<file path="src/rtl/seg7_scan_driver.sv">
// Multiplexed 7-segment scan driver with per-digit PWM dimming,
// leading-zero suppression, blanking and frame-coherent input snapshots.
module seg7_scan_driver #(
  parameter int DIGITS  = 4,
  parameter int DIV_SUB = 3125
) (
  input  logic                  clk,
  input  logic                  clr,
  input  logic [4*DIGITS-1:0]   disp_data,
  input  logic [DIGITS-1:0]     dp,
  input  logic [DIGITS-1:0]     blank,
  input  logic                  lz_en,
  input  logic [3:0]            brightness,
  output logic [DIGITS-1:0]     pos_ctrl,
  output logic [7:0]            num_ctrl,
  output logic                  frame_done
);

  localparam int SW = (DIV_SUB > 1) ? $clog2(DIV_SUB) : 1;
  localparam int IW = $clog2(DIGITS);
  localparam logic [SW-1:0] SUB_MAX = SW'(DIV_SUB - 1);
  localparam logic [IW-1:0] IDX_MAX = IW'(DIGITS - 1);

  logic                r_run;
  logic [SW-1:0]       r_sub;
  logic [3:0]          r_phase;
  logic [IW-1:0]       r_idx;

  logic [4*DIGITS-1:0] r_data;
  logic [DIGITS-1:0]   r_dp;
  logic [DIGITS-1:0]   r_blank;
  logic                r_lz;
  logic [3:0]          r_bright;

  logic                w_sub_wrap;
  logic                w_slot_end;
  logic                w_frame_wrap;
  logic                w_load;
  logic [DIGITS-1:0]   w_sup;
  logic                w_lead;
  logic [3:0]          w_nib;
  logic                w_lit;

  function automatic logic [6:0] seg_hex(input logic [3:0] n);
    logic [6:0] s;
    s = 7'h7F;
    unique case (n)
      4'h0: s = 7'h40;
      4'h1: s = 7'h79;
      4'h2: s = 7'h24;
      4'h3: s = 7'h30;
      4'h4: s = 7'h19;
      4'h5: s = 7'h12;
      4'h6: s = 7'h02;
      4'h7: s = 7'h78;
      4'h8: s = 7'h00;
      4'h9: s = 7'h10;
      4'hA: s = 7'h08;
      4'hB: s = 7'h03;
      4'hC: s = 7'h46;
      4'hD: s = 7'h21;
      4'hE: s = 7'h06;
      4'hF: s = 7'h0E;
    endcase
    return s;
  endfunction

  // Counters hold for the first cycle after reset so the very first
  // slot is driven from a valid snapshot rather than cleared registers.
  assign w_sub_wrap   = r_run && (r_sub == SUB_MAX);
  assign w_slot_end   = w_sub_wrap && (r_phase == 4'hF);
  assign w_frame_wrap = w_slot_end && (r_idx == IDX_MAX);
  assign w_load       = !r_run || w_frame_wrap;

  always_ff @(posedge clk or posedge clr) begin
    if (clr) begin
      r_run   <= 1'b0;
      r_sub   <= '0;
      r_phase <= '0;
      r_idx   <= '0;
    end else begin
      r_run <= 1'b1;
      if (r_run) begin
        if (w_sub_wrap) r_sub <= '0;
        else            r_sub <= r_sub + 1'b1;
        if (w_sub_wrap) r_phase <= r_phase + 1'b1;
        if (w_slot_end) begin
          if (r_idx == IDX_MAX) r_idx <= '0;
          else                  r_idx <= r_idx + 1'b1;
        end
      end
    end
  end

  always_ff @(posedge clk or posedge clr) begin
    if (clr) begin
      r_data   <= '0;
      r_dp     <= '0;
      r_blank  <= '0;
      r_lz     <= 1'b0;
      r_bright <= '0;
    end else if (w_load) begin
      r_data   <= disp_data;
      r_dp     <= dp;
      r_blank  <= blank;
      r_lz     <= lz_en;
      r_bright <= brightness;
    end
  end

  always_comb begin
    w_sup  = '0;
    w_lead = r_lz;
    for (int i = DIGITS - 1; i >= 1; i--) begin
      if (r_data[4*i +: 4] != 4'h0 || r_dp[i])
        w_lead = 1'b0;
      w_sup[i] = w_lead;
    end
  end

  assign w_nib = r_data[4*r_idx +: 4];
  assign w_lit = r_run && (r_phase <= r_bright) &&
                 !r_blank[r_idx] && !w_sup[r_idx];

  always_ff @(posedge clk or posedge clr) begin
    if (clr) begin
      pos_ctrl   <= '1;
      num_ctrl   <= 8'hFF;
      frame_done <= 1'b0;
    end else begin
      frame_done <= w_frame_wrap;
      if (w_lit) begin
        pos_ctrl <= ~(DIGITS'(1) << r_idx);
        num_ctrl <= {~r_dp[r_idx], seg_hex(w_nib)};
      end else begin
        pos_ctrl <= '1;
        num_ctrl <= 8'hFF;
      end
    end
  end

endmodule

</file>
<file path="config.mk">
export PLATFORM = sky130hd
export DESIGN_NAME = seg7_scan_driver
export DESIGN_NICKNAME = d
export VERILOG_FILES = /design/src/rtl/seg7_scan_driver.sv
export SDC_FILE = /design/constraint.sdc
export NUM_CORES = 1
export LEC_CHECK = 0
export ABC_AREA = 1
export CAP_MARGIN = 20
export CORE_MARGIN = 1
export CORE_UTILIZATION = 46
export DETAILED_ROUTE_END_ITERATION = 7
export GPL_TIMING_DRIVEN = 0
export PLACE_DENSITY = 0.8
export SYNTH_ARGS = -nofsm -noshare
export SYNTH_HDL_FRONTEND = slang
export SYNTH_SLANG_ARGS = --single-unit
</file>
<file path="constraint.sdc">
create_clock -name clk -period 3.7 [get_ports clk]
set_clock_uncertainty 0.2 [all_clocks]
set_input_delay 0.37 -clock clk [delete_from_list [all_inputs] [get_ports clk]]
set_output_delay 0.37 -clock clk [all_outputs]
set_load 0.01 [all_outputs]
</file>
Word-level counts from Yosys, hierarchy flattened
Memory sizes are Yosys's and may differ from the RTL's.
Cells that the tools add are included.
Widths: inputs -> output; s select.
{"block": "word_totals", "mem_count": 1, "inputBits": 31, "mem_bits_ro": 112, "word_cells": 56, "register_bits": 61}
{"block": "op_classes", "n_shift": 2, "addsub": 3, "n_lt_le_gt_ge": 2, "n_reduce_logical": 18, "eq_ne": 3, "bitwise_logic": 2, "n_mux": 13}
{"memory": "(name not given)", "depth": 16, "word_bits": 7, "rd": 1, "rd_clocked_by_memory_dff": 0, "wr": 0, "line": "47", "rtl": "unique case (n)"}
{"operator": "$shiftx 16x5->4", "n": 1}
{"operator": "$add 12x1->12 const B", "n": 1}
{"operator": "$eq 12x12->1 const B", "n": 1}
{"operator": "$mux 12", "n": 1}
{"operator": "$reduce_bool 4->1", "n": 3}
{"operator": "$mux 8", "n": 1}
{"operator": "$bmux 1 s2", "n": 3}
{"operator": "$logic_and 1x1->1", "n": 6}
{"operator": "$mux 1", "n": 6}
{"operator": "$add 4x1->4 const B", "n": 1}
{"operator": "$eq 4x4->1 const B", "n": 1}
{"operator": "$le 4x4->1", "n": 1}
{"operator": "$logic_or 1x1->1", "n": 4}
{"operator": "$mux 4", "n": 1}
{"operator": "$not 4->4", "n": 1}
{"operator": "$reduce_and 2->1", "n": 2}
{"operator": "$shl 1x2->4 const A", "n": 1}
{"operator": "$logic_not 1->1", "n": 3}
{"operator": "$lt 2x3->1 const B", "n": 1}
{"operator": "$add 2x1->2 const B", "n": 1}
{"operator": "$eq 2x2->1 const B", "n": 1}
{"operator": "$mux 2", "n": 1}
{"operator": "$not 1->1", "n": 1}

Depth between registers and ports, before layout
{"block": "depth", "word_depth": 10, "ltp_mapped": 12, "ltp_nobuf": 11}

Least setup slack after synthesis
Ideal clock, no wire load.
{"block": "synth_timing", "path_type": "register -> register", "startpoint": "register r_idx[0]", "endpoint": "register num_ctrl[0]", "required_time_ps": 3415, "synth_period_minus_slack_ps": 1838, "stages_incl_launch_ff": 11, "arrival_ps": 1553, "path_buffers": 2, "slack_ps": 1862, "path_cell_list": "dfrtp_1 buf_6 inv_2 buf_6 nand2_1 nand3_1 nand2_1 ha_1 or2_2 nand2_1 nand3_1"}
{"block": "synth_between", "elab_chain_cells": 6, "word_cells_on_any_way": 11, "classes_between": "1 x shift; 5 x mux; 4 x reduce/logical; 1 x memory"}
{"element": "from (decl)", "line": "27", "rtl": "logic [IW-1:0] r_idx;"}
{"element": "from (signal assigned)", "line": "89", "rtl": "else r_idx <= r_idx + 1'b1;"}
{"element": "branches (longest 5 deep; another with $mem_v2 16x7)"}
{"element": "$mux 8 *", "line": "132", "rtl": "if (w_lit) begin"}
{"element": "to (signal assigned)", "line": "134", "rtl": "num_ctrl <= {~r_dp[r_idx], seg_hex(w_nib)};"}
{"element": "to (decl)", "line": "15", "rtl": "output logic [7:0] num_ctrl,"}
Every way passes the cells marked *. The select of a mux whose other input is x is not followed.
A chain may end at the register's enable or synchronous reset.

Worst setup path after layout
Ends and elaborated chain as after synthesis.

==> results.ini <==
[critical_path]
r2r_slack_ns=1.53
cp_num_buf_inv=5
slowest_stage=dfrtp_1
cp_max_fo=11
cpMostUsedCell=nand2_1
cp_top_family=buffers and inverters
worstPathRequired_ns=3.79
startpoint_type=flip-flop
critPathArrivalTime_ns=2.26
critPathKind=reg -> reg
cp-end-kind=flip-flop
slowest_delay_ns=0.41
reg2regPathDepth=12
crit_start=r_idx[0]
r2r-end=num_ctrl[0]
crit_chain=buf_6 -> inv_2 -> buf_6 -> nand2_1 -> nand3_1 -> nand2_1 -> inv_1 -> ha_1 -> inv_1 -> a21oi_1 -> nand2_1 -> nand3_1
reg2reg_from=r_idx[0]

[finish]
layout_common_cells=nand2_1 (149), nand3_1 (70), dfrtp_1 (49)
final_cells=588
fin_nets=535
fin_util=0.590
layout_commonest_cell=nand2_1
final_layout_size_suffix_gt1_frac=0.106
areaGrowthSynthToFinish_pct=22.2
antennaDiodeCount=0

[synth]
ys_ff_latch=61
postSynthAreaPerCell_um2=7.72
synth_cell_types=31
synthesis.area_um2=3340
yosys_warnings=0
yosysSeqAreaShare=0.462
async_reset_ff_frac=1.00
netlist_instances=432
synth-edff-count=0
synth_fp_nets=480
synth_ff_type=dfrtp_1

[drt]
antenna_left=0
drt_iter0_drc=141
wirelength_um=7080
vias_per_cell=4.87
vias=2861
wl_per_cell_um=12.0
route.detailed.drc=0
drtPass1Iterations=4

[power]
swShare=0.292
internal-power_mw=1.15
p_switching_mw=0.474
powerDensity_nw_per_um2=398
irDropWorstVdd_uv=203
power.static_leakage_nw=2.11
p_comb_frac=0.184
finalPower_mw=1.62
clockPowerShare=0.328
seq_power_share=0.489

[clocking]
numCtsBuffers=9
cts.repair.resized=0
insertion_delay_ns=0.35
postCtsHoldBufs=0
cts_setup_buffers=0
clock_tree.root_cell=clkbuf_8
h-tree-depth=3
clock_sinks=61
clock_path_buffers=2
clk_pin_slew_worst_paths_ns=0.07
cts_tree=built

[floorplanning]
chipHeight_um=87.2
start_util=0.483
ios=44
rows=30
fp.dieW_um=87.2
fp.coreArea_um2=6910
die_area_um2=7600

[job]
cap_viol_max_count=0

[global_route]
grt_pass1_vias=2756
antenna_found_initial=0
grt_max_degree=40
grt_pass1_wl_um=12400
grt_overflow_total=0
grt.total_usage=0.212

[placed_design]
hpwlAfterDp_um=5280
place.gp.congestion=0.885
io_buffers=43
pre_cts_slack_ns=1.57
placed_cells=572

[sta]
fin_tns_setup_ns=0
setup_ws_ns=1.53
setup_viol=0
finalCritPeriodShare=0.586
period_minus_slack_ns=2.17
slew_violations=0
max_freq_mhz=461
hold_viol=0
rsz0062_at_grt=no

[outcome]
outcome=finished, final reports clean

[min_path]
hold_path_class=in -> async

-- power groups by stage --
stage | clock, mW | sequential, mW | combinational [mW]
after floorplan | 0 | 0.795 | 0.195
after global placement | 0 | 0.802 | 0.283
after detailed placement | 0 | 0.804 | 0.298
after CTS | 0.539 | 0.792 | 0.300
after global routing | 0.570 | 0.802 | 0.341
final | 0.533 | 0.794 | 0.298
-- worst max path at each step --
stage / end / slack [ns] / cells past startpoint
3_5_place_dp: num_ctrl[0] / 1.57 / 12
2_1_floorplan: frame_done / 1.64 / 1
3_3_place_gp: r_data[4] / 0.67 / 2
6_report: num_ctrl[0] / 1.53 / 12
5_1_grt: num_ctrl[3] / 1.38 / 11
4_1_cts: num_ctrl[0] / 1.55 / 12
-- logic make-up after synthesis --
kind of cell / Yosys count / share of synthesized area
AOI/OAI and AO/OA: 11 / 0.0169
xor gates and xnor gates: 6 / 0.0158
adders and majority gates: 17 / 0.0638
buffers and inverters: 65 / 0.0900
DFF: 61 / 0.462
other: 1 / 0.00112
and+or+nand+nor: 271 / 0.350
-- worst reg2reg max path, stage by stage (launching register included) --
cell and delay, ns:
dfrtp_1 0.41, buf_6 0.15, inv_2 0.09, buf_6 0.16, nand2_1 0.06, nand3_1 0.06
nand2_1 0.16, inv_1 0.16, ha_1 0.22, inv_1 0.10, a21oi_1 0.19, nand2_1 0.07
nand3_1 0.09
-- final cells by class --
cell class	instances	area [um2]
plain buffers	15	113
clock buffers	15	166
flip-flops and latches	61	1540
well taps	96	120
multi-input cells	306	1490
clock inverters	1	5.00
inverters	50	188
repair buffers	44	450
fillers	628	2830
-- per-stage QoR --
stage	hold slack, ns	area [um2]
2_1_floorplan	0.276	3340
3_3_place_gp	0.296	3890
3_5_place_dp	0.296	3910
4_1_cts	0.166	4080
5_1_grt	0.205	4080
6_report	0.150	4080
-- cell usage after synthesis (3+ instances only) --
| cell | count | area (um2) |
|---|---|---|
| nor3_1 | 6 | 30.0 |
| xor2_1 | 5 | 43.8 |
| and3_1 | 3 | 18.8 |
| nand3_1 | 70 | 350 |
| o21ai_0 | 6 | 30.0 |
| buf_6 | 4 | 45.0 |
| nand2_1 | 149 | 559 |
| buf_4 | 3 | 22.5 |
| ha_1 | 17 | 213 |
| dfrtp_1 | 49 | 1230 |
| a21oi_1 | 4 | 20.0 |
| nor2_1 | 29 | 109 |
| buf_2 | 3 | 15.0 |
| nand2_2 | 3 | 18.8 |
| or2_2 | 3 | 18.8 |
| dfstp_2 | 12 | 315 |
| inv_2 | 5 | 18.8 |
| inv_1 | 44 | 165 |
-- layer usage --
| layer | global-route usage | part of all wire |
|---|---|---|
| met2 | 0.347 | 0.47 |
| met3 | 0.0427 | 0.049 |
| met5 | 0 | 0 |
| met4 | 0.0924 | 0.015 |
| met1 | 0.274 | 0.46 |
-- sequential cells by signal, summed over array words and instances, names as in the netlist --
signal	flops
r_data	16
r_sub	12
num_ctrl	8
pos_ctrl	4
r_blank	4
r_bright	4
r_dp	4
r_phase	4
r_idx	2
frame_done	1
r_lz	1
r_run	1
(Power assumes the default switching activity.)
